<file path="src/rtl/ascon_perm_scheduler.sv">
// ASCON permutation sequencer: owns the 320-bit working state, round index and start/done handshake.
// Optional p8 mode is compiled in when ASCON_PERM_P8_EN is defined.
module ascon_perm_scheduler #(
    parameter bit HOLD_OUTPUT = 1'b1
) (
    input  logic             clock_i,
    input  logic             reset_i,
    input  logic             start_i,
    input  logic [1:0]       nb_rounds_i,
    input  logic [4:0][63:0] state_i,
    output logic [4:0][63:0] rnd_state_o,
    output logic [3:0]       round_idx_o,
    input  logic [4:0][63:0] rnd_state_i,
    output logic [4:0][63:0] state_o,
    output logic             ready_o,
    output logic             busy_o,
    output logic             done_o
);

    typedef enum logic [1:0] {S_IDLE, S_RUN, S_DONE} fsm_t;

    localparam logic [3:0] LAST_IDX = 4'd11;

    fsm_t             fsm_q, fsm_d;
    logic [3:0]       idx_q, idx_d;
    logic [4:0][63:0] state_reg_q, state_reg_d;
    logic             accept;
    logic             last_round;

    // Every mode ends on index 11, so a shorter permutation just starts later.
    function automatic logic [3:0] first_idx(input logic [1:0] mode);
        logic [3:0] f;
        case (mode)
            2'b01:   f = 4'd6;
`ifdef ASCON_PERM_P8_EN
            2'b10:   f = 4'd4;
`endif
            default: f = 4'd0;
        endcase
        return f;
    endfunction

    assign accept     = start_i && ready_o;
    assign last_round = (fsm_q == S_RUN) && (idx_q == LAST_IDX);

    always_ff @(posedge clock_i) begin
        if (reset_i) begin
            fsm_q <= S_IDLE;
        end else begin
            fsm_q <= fsm_d;
        end
    end

    always_comb begin
        fsm_d = fsm_q;
        case (fsm_q)
            S_IDLE:  if (start_i) fsm_d = S_RUN;
            S_RUN:   if (idx_q == LAST_IDX) fsm_d = S_DONE;
            S_DONE:  fsm_d = start_i ? S_RUN : S_IDLE;
            default: fsm_d = S_IDLE;
        endcase
    end

    always_comb begin
        ready_o = 1'b0;
        busy_o  = 1'b0;
        done_o  = 1'b0;
        case (fsm_q)
            S_IDLE:  ready_o = 1'b1;
            S_RUN:   busy_o  = 1'b1;
            S_DONE: begin
                ready_o = 1'b1;
                done_o  = 1'b1;
            end
            default: ready_o = 1'b1;
        endcase
    end

    always_comb begin
        state_reg_d = state_reg_q;
        idx_d       = idx_q;
        if (accept) begin
            state_reg_d = state_i;
            idx_d       = first_idx(nb_rounds_i);
        end else if (fsm_q == S_RUN) begin
            state_reg_d = rnd_state_i;
            idx_d       = (idx_q == LAST_IDX) ? idx_q : idx_q + 4'd1;
        end
    end

    always_ff @(posedge clock_i) begin
        if (reset_i) begin
            state_reg_q <= '0;
            idx_q       <= '0;
        end else begin
            state_reg_q <= state_reg_d;
            idx_q       <= idx_d;
        end
    end

    assign rnd_state_o = state_reg_q;
    assign round_idx_o = idx_q;

    generate
        if (HOLD_OUTPUT) begin : g_hold
            logic [4:0][63:0] result_q;

            // Captured only on the final round so the result survives the next job's rounds.
            always_ff @(posedge clock_i) begin
                if (reset_i) begin
                    result_q <= '0;
                end else if (last_round) begin
                    result_q <= rnd_state_i;
                end
            end

            assign state_o = result_q;
        end else begin : g_follow
            assign state_o = state_reg_q;
        end
    endgenerate

endmodule

</file>
<file path="config.mk">
export PLATFORM = sky130hd
export DESIGN_NAME = ascon_perm_scheduler
export DESIGN_NICKNAME = d
export VERILOG_FILES = /design/src/rtl/ascon_perm_scheduler.sv
export SDC_FILE = /design/constraint.sdc
export NUM_CORES = 1
export LEC_CHECK = 0
export ABC_AREA = 1
export ABC_CLOCK_PERIOD_IN_PS = 3100
export BUFFER_PORTS_ARGS = -buffer_cell sky130_fd_sc_hd__buf_2
export CAP_MARGIN = 40
export CORE_AREA = 2 2 509 511
export DETAILED_ROUTE_END_ITERATION = 10
export DIE_AREA = 0 0 511 513
export PLACE_DENSITY_LB_ADDON = 0.12
export SYNTH_ARGS = -nofsm -noshare
export SYNTH_HDL_FRONTEND = slang
export SYNTH_SLANG_ARGS = --single-unit
</file>
<file path="constraint.sdc">
create_clock -name clock_i -period 3.1 [get_ports clock_i]
set_input_delay 0.775 -clock clock_i [delete_from_list [all_inputs] [get_ports clock_i]]
set_output_delay 0.775 -clock clock_i [all_outputs]
set_load 0.01 [all_outputs]
</file>
* After elaboration in Yosys (flattened, before gate mapping)
Index checks and enable logic that the tools add are counted.
** Operators by class
- Add/sub/neg operators :: 1
- Eq/ne operators :: 7
- Multiplexer cells :: 13
- Reduce and logical (&&, ||, !) cells :: 6
** Operators with widths (count)
- 320-bit two-way mux :: 2
- 4-bit two-way mux :: 3
- 2-bit case mux with 3 select lines :: 1
- 4-bit by 1-bit adder with 4-bit output, second input constant :: 1
- 2-bit by 1-bit == test with 1-bit output, second input constant :: 2
- 4-bit == test, second input constant :: 1
- 1-bit two-way mux :: 4
- 2-bit two-way mux :: 2
- 2-bit inequality test, second input constant :: 2
- 2-bit AND reduction :: 2
- 3-bit two-way mux :: 1
- 2-bit == test, second input constant :: 1
- 1-bit logical AND :: 2
- 2-bit logical NOT :: 1
- 2-bit by 1-bit inequality test with 1-bit output, second input constant :: 1
- 2-bit nonzero test :: 1
** Word-level totals
- Bits in registers :: 646
- Bits of input ports :: 645
- Logic and storage cells :: 39

* Depth between registers and ports, before layout
Gate-level depths: netlist of run 1.
- Depth in word-level cells :: 5
- Mapped depth :: 10
- Gate-level depth less buffers :: 8

* Least setup slack after synthesis of run 1
OpenSTA, ideal clock, no wires.
- Path type :: input port to flip-flop
- From :: input port reset_i
- To :: register state_reg_q (netlist bit rnd_state_o[128])
- Data arrival time :: 1.670 ns
- Path slack :: 1.373 ns
- Stages on the path :: 6
- Path buffers :: 3
- Cell sequence :: clkinv_1 buf_2 clkbuf_1 clkbuf_1 nand2_1 inv_1
** RTL lines
- start, declared :: RTL line 7 : input logic reset_i,
- end signal, assigned :: RTL line 96 : state_reg_q <= state_reg_d;
- end, declared :: RTL line 26 : logic [4:0][63:0] state_reg_q, state_reg_d;
No word-level cell between the ends.

* Worst setup path after layout of run 1
- From :: register fsm_q[0]
- To :: output port busy_o
** On the way
- Longest elaborated chain between the ends :: 2
** RTL lines
- start, declared :: RTL line 24 : fsm_t fsm_q, fsm_d;
- start signal, assigned :: RTL line 50 : fsm_q <= fsm_d;
- 2-bit by 1-bit == test with 1-bit output :: RTL line 68 : case (fsm_q)
- 1-bit two-way mux :: RTL line 68
- end, declared :: RTL line 16 : output logic busy_o,
No other way between the ends.

==> flow_summary.json, run 1 <==
{
  "grt_pass1_vias": 29500,
  "die_area_sq_um": 262000,
  "instances_no_fill": 8562,
  "critPathSlowestCell": "nor2_4",
  "num_rows": 186,
  "cts_resized": 0,
  "synth_top_area_cell": "dfxtp_1",
  "ir_drop_mv": 0.463,
  "synth_seq_cells": 646,
  "grt_max_degree": 139,
  "end_kind": "output port",
  "fmax_ghz": 0.387,
  "ys_seq_area_frac": 0.499,
  "fin_crit_sh": 0.834,
  "cts_tree": "built",
  "clockBufferDepth": 3,
  "die_height_um": 513,
  "viasPerCell": 3.42,
  "place_hpwl_mm": 140,
  "overflow": 0,
  "cp-start-kind": "register",
  "slew_viol_final": 0,
  "grt_pass1_wl_mm": 242,
  "multi_input_area_sq_um": 10600,
  "first_pass_iters": 5,
  "fin_nets": 5718,
  "combPwrFrac": 0.126,
  "syn-instance-count": 3818,
  "worstPathArrival_ps": 1810,
  "fin_tns_setup_ps": 0,
  "post-route-min-period_ps": 2590,
  "yosysWarnings": 0,
  "io_pins": 1292,
  "initial_core_util": 0.101,
  "syn-num-nets": 4464,
  "hold_path.class": "in2reg",
  "slowest_delay_ps": 390,
  "worstPathRequired_ps": 2320,
  "dp.cells": 8359,
  "clock_power_share": 0.491,
  "coreArea_sq_um": 256000,
  "swShare": 0.293,
  "cts_made_buffers": 95,
  "setup_viol": 0,
  "cts.sinks": 646,
  "p_sw_mw": 6.76,
  "p_leak_nw": 22.1,
  "synth_area_leaders": "dfxtp_1 (50%), nand2_1 (28%), nand3_1 (12%), inv_1 (4.7%), buf_2 (3.1%)",
  "outcome": "finished clean",
  "cp_max_fo": 6,
  "final.setup_skew_ps": 66.3,
  "die_x_um": 511,
  "seq_area_sq_um": 12900,
  "port_buffers": 1291,
  "cts_hold_buf": 0,
  "maxSlewHeadroom": 0.362,
  "drtIter0Drc": 1553,
  "place_area_sq_um": 36700,
  "vias": 29200,
  "grtUsageTotal": 0.131,
  "syn_area_sq_um": 25900,
  "p_int_mw": 16.3,
  "postCtsSetupRepairBufs": 0,
  "holdWs_ps": 241,
  "yosys.area.top_type_share": 0.499,
  "rsz0062_at_grt": "false",
  "drive_above_1_share": 0.303,
  "routedWlPerCell_um": 20.8,
  "clkSlewWorstSetupHoldPaths_ps": 60,
  "htreeDepth": 3,
  "avgSynthCellArea_sq_um": 6.78,
  "design_area_sq_um": 39900,
  "cts_root_buffer": "clkbuf_16",
  "maxCapViolCount": 0,
  "fillers": 29900,
  "ant_nets": 0,
  "drc": 0,
  "syn2layout_area_growth_pct": 54.1,
  "path_cells": "inv_2 > nor2_4 > buf_2",
  "fin_util": 0.156,
  "antenna_found_initial": 81,
  "wirelength_mm": 178,
  "power_frac_seq": 0.383,
  "place.gp.congestion": 0.842,
  "clk_latency_ps": 740,
  "yosys.cell_types.count": 20,
  "path_class": "reg2out",
  "power_density_nw_per_um2": 578,
  "tightest_slew_ps": 957,
  "final_hold_viol_count": 0
}
==> cells in the final DEF, fill, tap and decap left out, drive strengths merged, types with 5 or more instances in the layout <==
master  synthesis  routed
buf           178    1403
nor2           11      11
nand3         644     644
dfxtp         646     646
clkbuf         68     144
clkinv          2      17
diode           0      31
bufinv          0       5
nand2        1932    1932
inv           328     334
==> power groups by stage <==
stage | logic (mW) | registers, mW | clock network, mW
2_1_floorplan | 1.08 | 9.14 | 0
3_3_place_gp | 3.00 | 9.01 | 0
3_5_place_dp | 2.98 | 9.02 | 0
4_1_cts | 2.99 | 8.84 | 11.9
5_1_grt | 3.22 | 8.87 | 12.2
6_report | 2.90 | 8.84 | 11.3
==> through the flow <==
stage          total power, mW  setup WS (ps)
2_1_floorplan             10.2           1370
3_3_place_gp              12.0            725
3_5_place_dp              12.0            721
4_1_cts                   23.8            335
5_1_grt                   24.3            353
6_report                  23.1            514
==> critical path, delay by kind of cell, from the launching register on <==
kind	cells	cell delay, ps
and+or+nand+nor	1	390
buffers and inverters	2	300
DFF	1	360
==> layer usage <==
metal | share of wire | global-route usage
met5 | 0.0028 | 0
met4 | 0.041 | 0.0517
met3 | 0.095 | 0.0584
met2 | 0.45 | 0.212
met1 | 0.41 | 0.149
==> path summary, 6_finish.rpt <==
kind / start / end / slack, ps / cells past startpoint
hold reg to reg: state_o[118] / state_o[118] / 460 / 2
setup / recovery: fsm_q[0] / busy_o / 510 / 3
setup reg to reg: round_idx_o[0] / state_o[318] / 740 / 9
hold / removal: rnd_state_i[48] / state_o[48] / 240 / 3
==> sequential cells by signal, summed over array words and instances (netlist names) <==
name         cells
fsm_q            2
rnd_state_o    320
state_o        320
round_idx_o      4
==> cell families (layout without fill, tap and decap cells) <==
logic type	Yosys count	count (layout)	synth area share
and+or+nand+nor	2590	2590	0.407
DFF	646	646	0.499
buffers and inverters	576	1905	0.0917
AOI/OAI and AO/OA	4	4	0.000870
adders and majority gates	1	1	0.000483
xor gates and xnor gates	1	1	0.000338
other	0	31	0
==> cell usage after synthesis (all sizes together) <==
cell    number
nand3b       1
buf        178
clkbuf      68
o21ai        1
dfxtp      646
clkinv       2
o21bai       1
nand3      644
nor2        11
xor2         1
nand2     1932
inv        328
ha           1
a21oi        2
nand4        2
==> cell type report <==
class,count,area share
sequential,646,0.324
multi-input combinational,2596,0.266
timing repair buffer,1403,0.191
tap,3384,0.106
clock buffer,144,0.0700
inverter,330,0.0318
clock inverter,28,0.00950
antenna,31,0.00194
No activity file was read; power rests on OpenSTA's default activity.
==> run 2: changes to the inputs <==
--- a/config.mk
+++ b/config.mk
@@ -6,7 +6,7 @@
 export NUM_CORES = 1
 export LEC_CHECK = 0
 export ABC_AREA = 1
-export ABC_CLOCK_PERIOD_IN_PS = 3100
+export ABC_CLOCK_PERIOD_IN_PS = 2600
 export BUFFER_PORTS_ARGS = -buffer_cell sky130_fd_sc_hd__buf_2
 export CAP_MARGIN = 40
 export CORE_AREA = 2 2 509 511
==> constraint.sdc (replaced) <==
create_clock -name clock_i -period 2.6 [get_ports clock_i]
set_input_delay 0.65 -clock clock_i [delete_from_list [all_inputs] [get_ports clock_i]]
set_output_delay 0.65 -clock clock_i [all_outputs]
set_load 0.01 [all_outputs]
==> run 2 against run 1 <==
Compared with the run above: worst hold slack lost 120 ps; utilization about the same; sequential power is 19% higher; combinational power rose by 19%; clock skew up 5.1 ps; sequential share of layout area about the same; register-to-register slack got worse by 250 ps; largest cell class unchanged; largest power group unchanged; highest routed layer unchanged.
==> flow_summary.json, run 2 (synthesized netlist as in run 1, its figures left out) <==
{
  "cts.sinks": 646,
  "vias": 29100,
  "fin_nets": 5732,
  "met1_length_mm": 71.9,
  "worstPathArrival_ps": 1630,
  "top_layer": "met5",
  "drive_above_1_share": 0.302,
  "clock_power_share": 0.475,
  "tightest_slew_ps": 647,
  "power_frac_seq": 0.395,
  "drc": 0,
  "ant_nets": 0,
  "wl_met3_mm": 16.8,
  "combPwrFrac": 0.130,
  "grt_max_degree": 81,
  "rsz0062_at_grt": "false",
  "swShare": 0.295,
  "antenna_found_initial": 80,
  "syn2layout_area_growth_pct": 54.1,
  "coreArea_sq_um": 256000,
  "maxCapViolCount": 0,
  "maxSlewHeadroom": 0.569,
  "clockBufferDepth": 3,
  "p_int_mw": 18.8,
  "fin_tns_setup_ps": 0,
  "design_area_sq_um": 39900,
  "viasPerCell": 3.40,
  "fin_util": 0.156,
  "final_hold_viol_count": 0,
  "final_common_cell": "nand2_1",
  "routedWlPerCell_um": 20.8,
  "place_hpwl_mm": 141,
  "cts_resized": 0,
  "grt_pass1_vias": 29500,
  "fin_crit_sh": 0.878,
  "power_density_nw_per_um2": 668,
  "cts_root_buffer": "clkbuf_16",
  "cp-start-kind": "register",
  "p_leak_nw": 22.1,
  "final.setup_skew_ps": 71.4,
  "io_pins": 1292,
  "place.gp.congestion": 0.824,
  "path_class": "reg2out",
  "place_area_sq_um": 36900,
  "setup_viol": 0,
  "outcome": "finished clean",
  "hold_path.class": "in2reg",
  "wl_met2_mm": 83.0,
  "overflow": 0,
  "die_area_sq_um": 262000,
  "most-common-layout-cells": "nand2_1 (1931), buf_2 (1291), dfxtp_1 (646), nand3_1 (644), inv_1 (324)",
  "port_buffers": 1291,
  "wirelength_mm": 178,
  "worstPathRequired_ps": 1950,
  "slew_viol_final": 0,
  "cts_tree": "built",
  "fmax_ghz": 0.438,
  "holdWs_ps": 122,
  "clk_latency_ps": 740,
  "first_pass_iters": 5,
  "p_sw_mw": 7.86,
  "die_x_um": 511,
  "htreeDepth": 3,
  "grtUsageTotal": 0.130,
  "die_height_um": 513,
  "grt_pass1_wl_mm": 242,
  "cts_made_buffers": 94,
  "initial_core_util": 0.101,
  "post-route-min-period_ps": 2280,
  "cp_max_fo": 8,
  "end_kind": "output port",
  "clkSlewWorstSetupHoldPaths_ps": 60,
  "drtIter0Drc": 1321,
  "ir_drop_mv": 0.509,
  "num_rows": 186
}
[run 2: cell count changes in the layout (fill, tap and decap cells not counted), sizes merged, moves of 2 or more]
cell         delta
buf            +13
bufinv          -3
clkbuf          -8
clkinv          -6
clkinvlp        +2
diode           +3
dlygate4sd3     +2
[run 2: per-layer routing]
metal  vias to the layer above  global-route usage
li1                      14300                   -
met1                     13400               0.148
met2                      1098               0.217
met3                       272              0.0547
met4                        70              0.0471
met5                         -                   0
[run 2: power groups by stage]
stage          Clock [mW]  Combinational, mW  Sequential, mW
2_1_floorplan           0               1.29            10.9
3_3_place_gp            0               3.58            10.7
3_5_place_dp            0               3.56            10.7
4_1_cts              13.3               3.57            10.5
5_1_grt              13.6               3.84            10.6
6_report             12.7               3.46            10.5
[run 2: critical path, cell delays in order, from the launching register on]
cell,delay (ps)
dfxtp_1,350
inv_2,70
nor2_4,140
buf_12,170
buf_2,150
[run 2: path summary, 6_finish.rpt]
check              startpoint      endpoint  cells past startpoint  slack, ps
max                  fsm_q[0]        busy_o                      4        320
min          rnd_state_i[191]  state_o[191]                      3        120
min reg2reg       state_o[77]   state_o[77]                      2        460
max reg2reg    round_idx_o[0]  state_o[235]                      9        490
[run 2: final cells by class]
class / count / area [sq um]
multi-input combinational: 2596 / 10600
timing repair buffer: 1418 / 7860
sequential: 646 / 12900
antenna: 34 / 85.1
fill: 29900 / 216000
clock buffer: 136 / 2660
tap: 3384 / 4230
clock inverter: 20 / 258
inverter: 330 / 1270
[run 2: what timing repair did]
action | CTS | global route
endpoints found under the setup margin | 0 | 0
endpoints found under the hold margin | 2 | 0
hold buffers | 2 | 0
buffers inserted | 0 | 0
[run 2: through the flow]
step	setup WS (ps)	cells	power (mW)
after floorplan	998	3818	12.2
after global placement	146	8372	14.3
after detailed placement	170	8372	14.3
after CTS	92.0	8530	27.4
after global routing	200	8546	28.1
final	318	8564	26.7
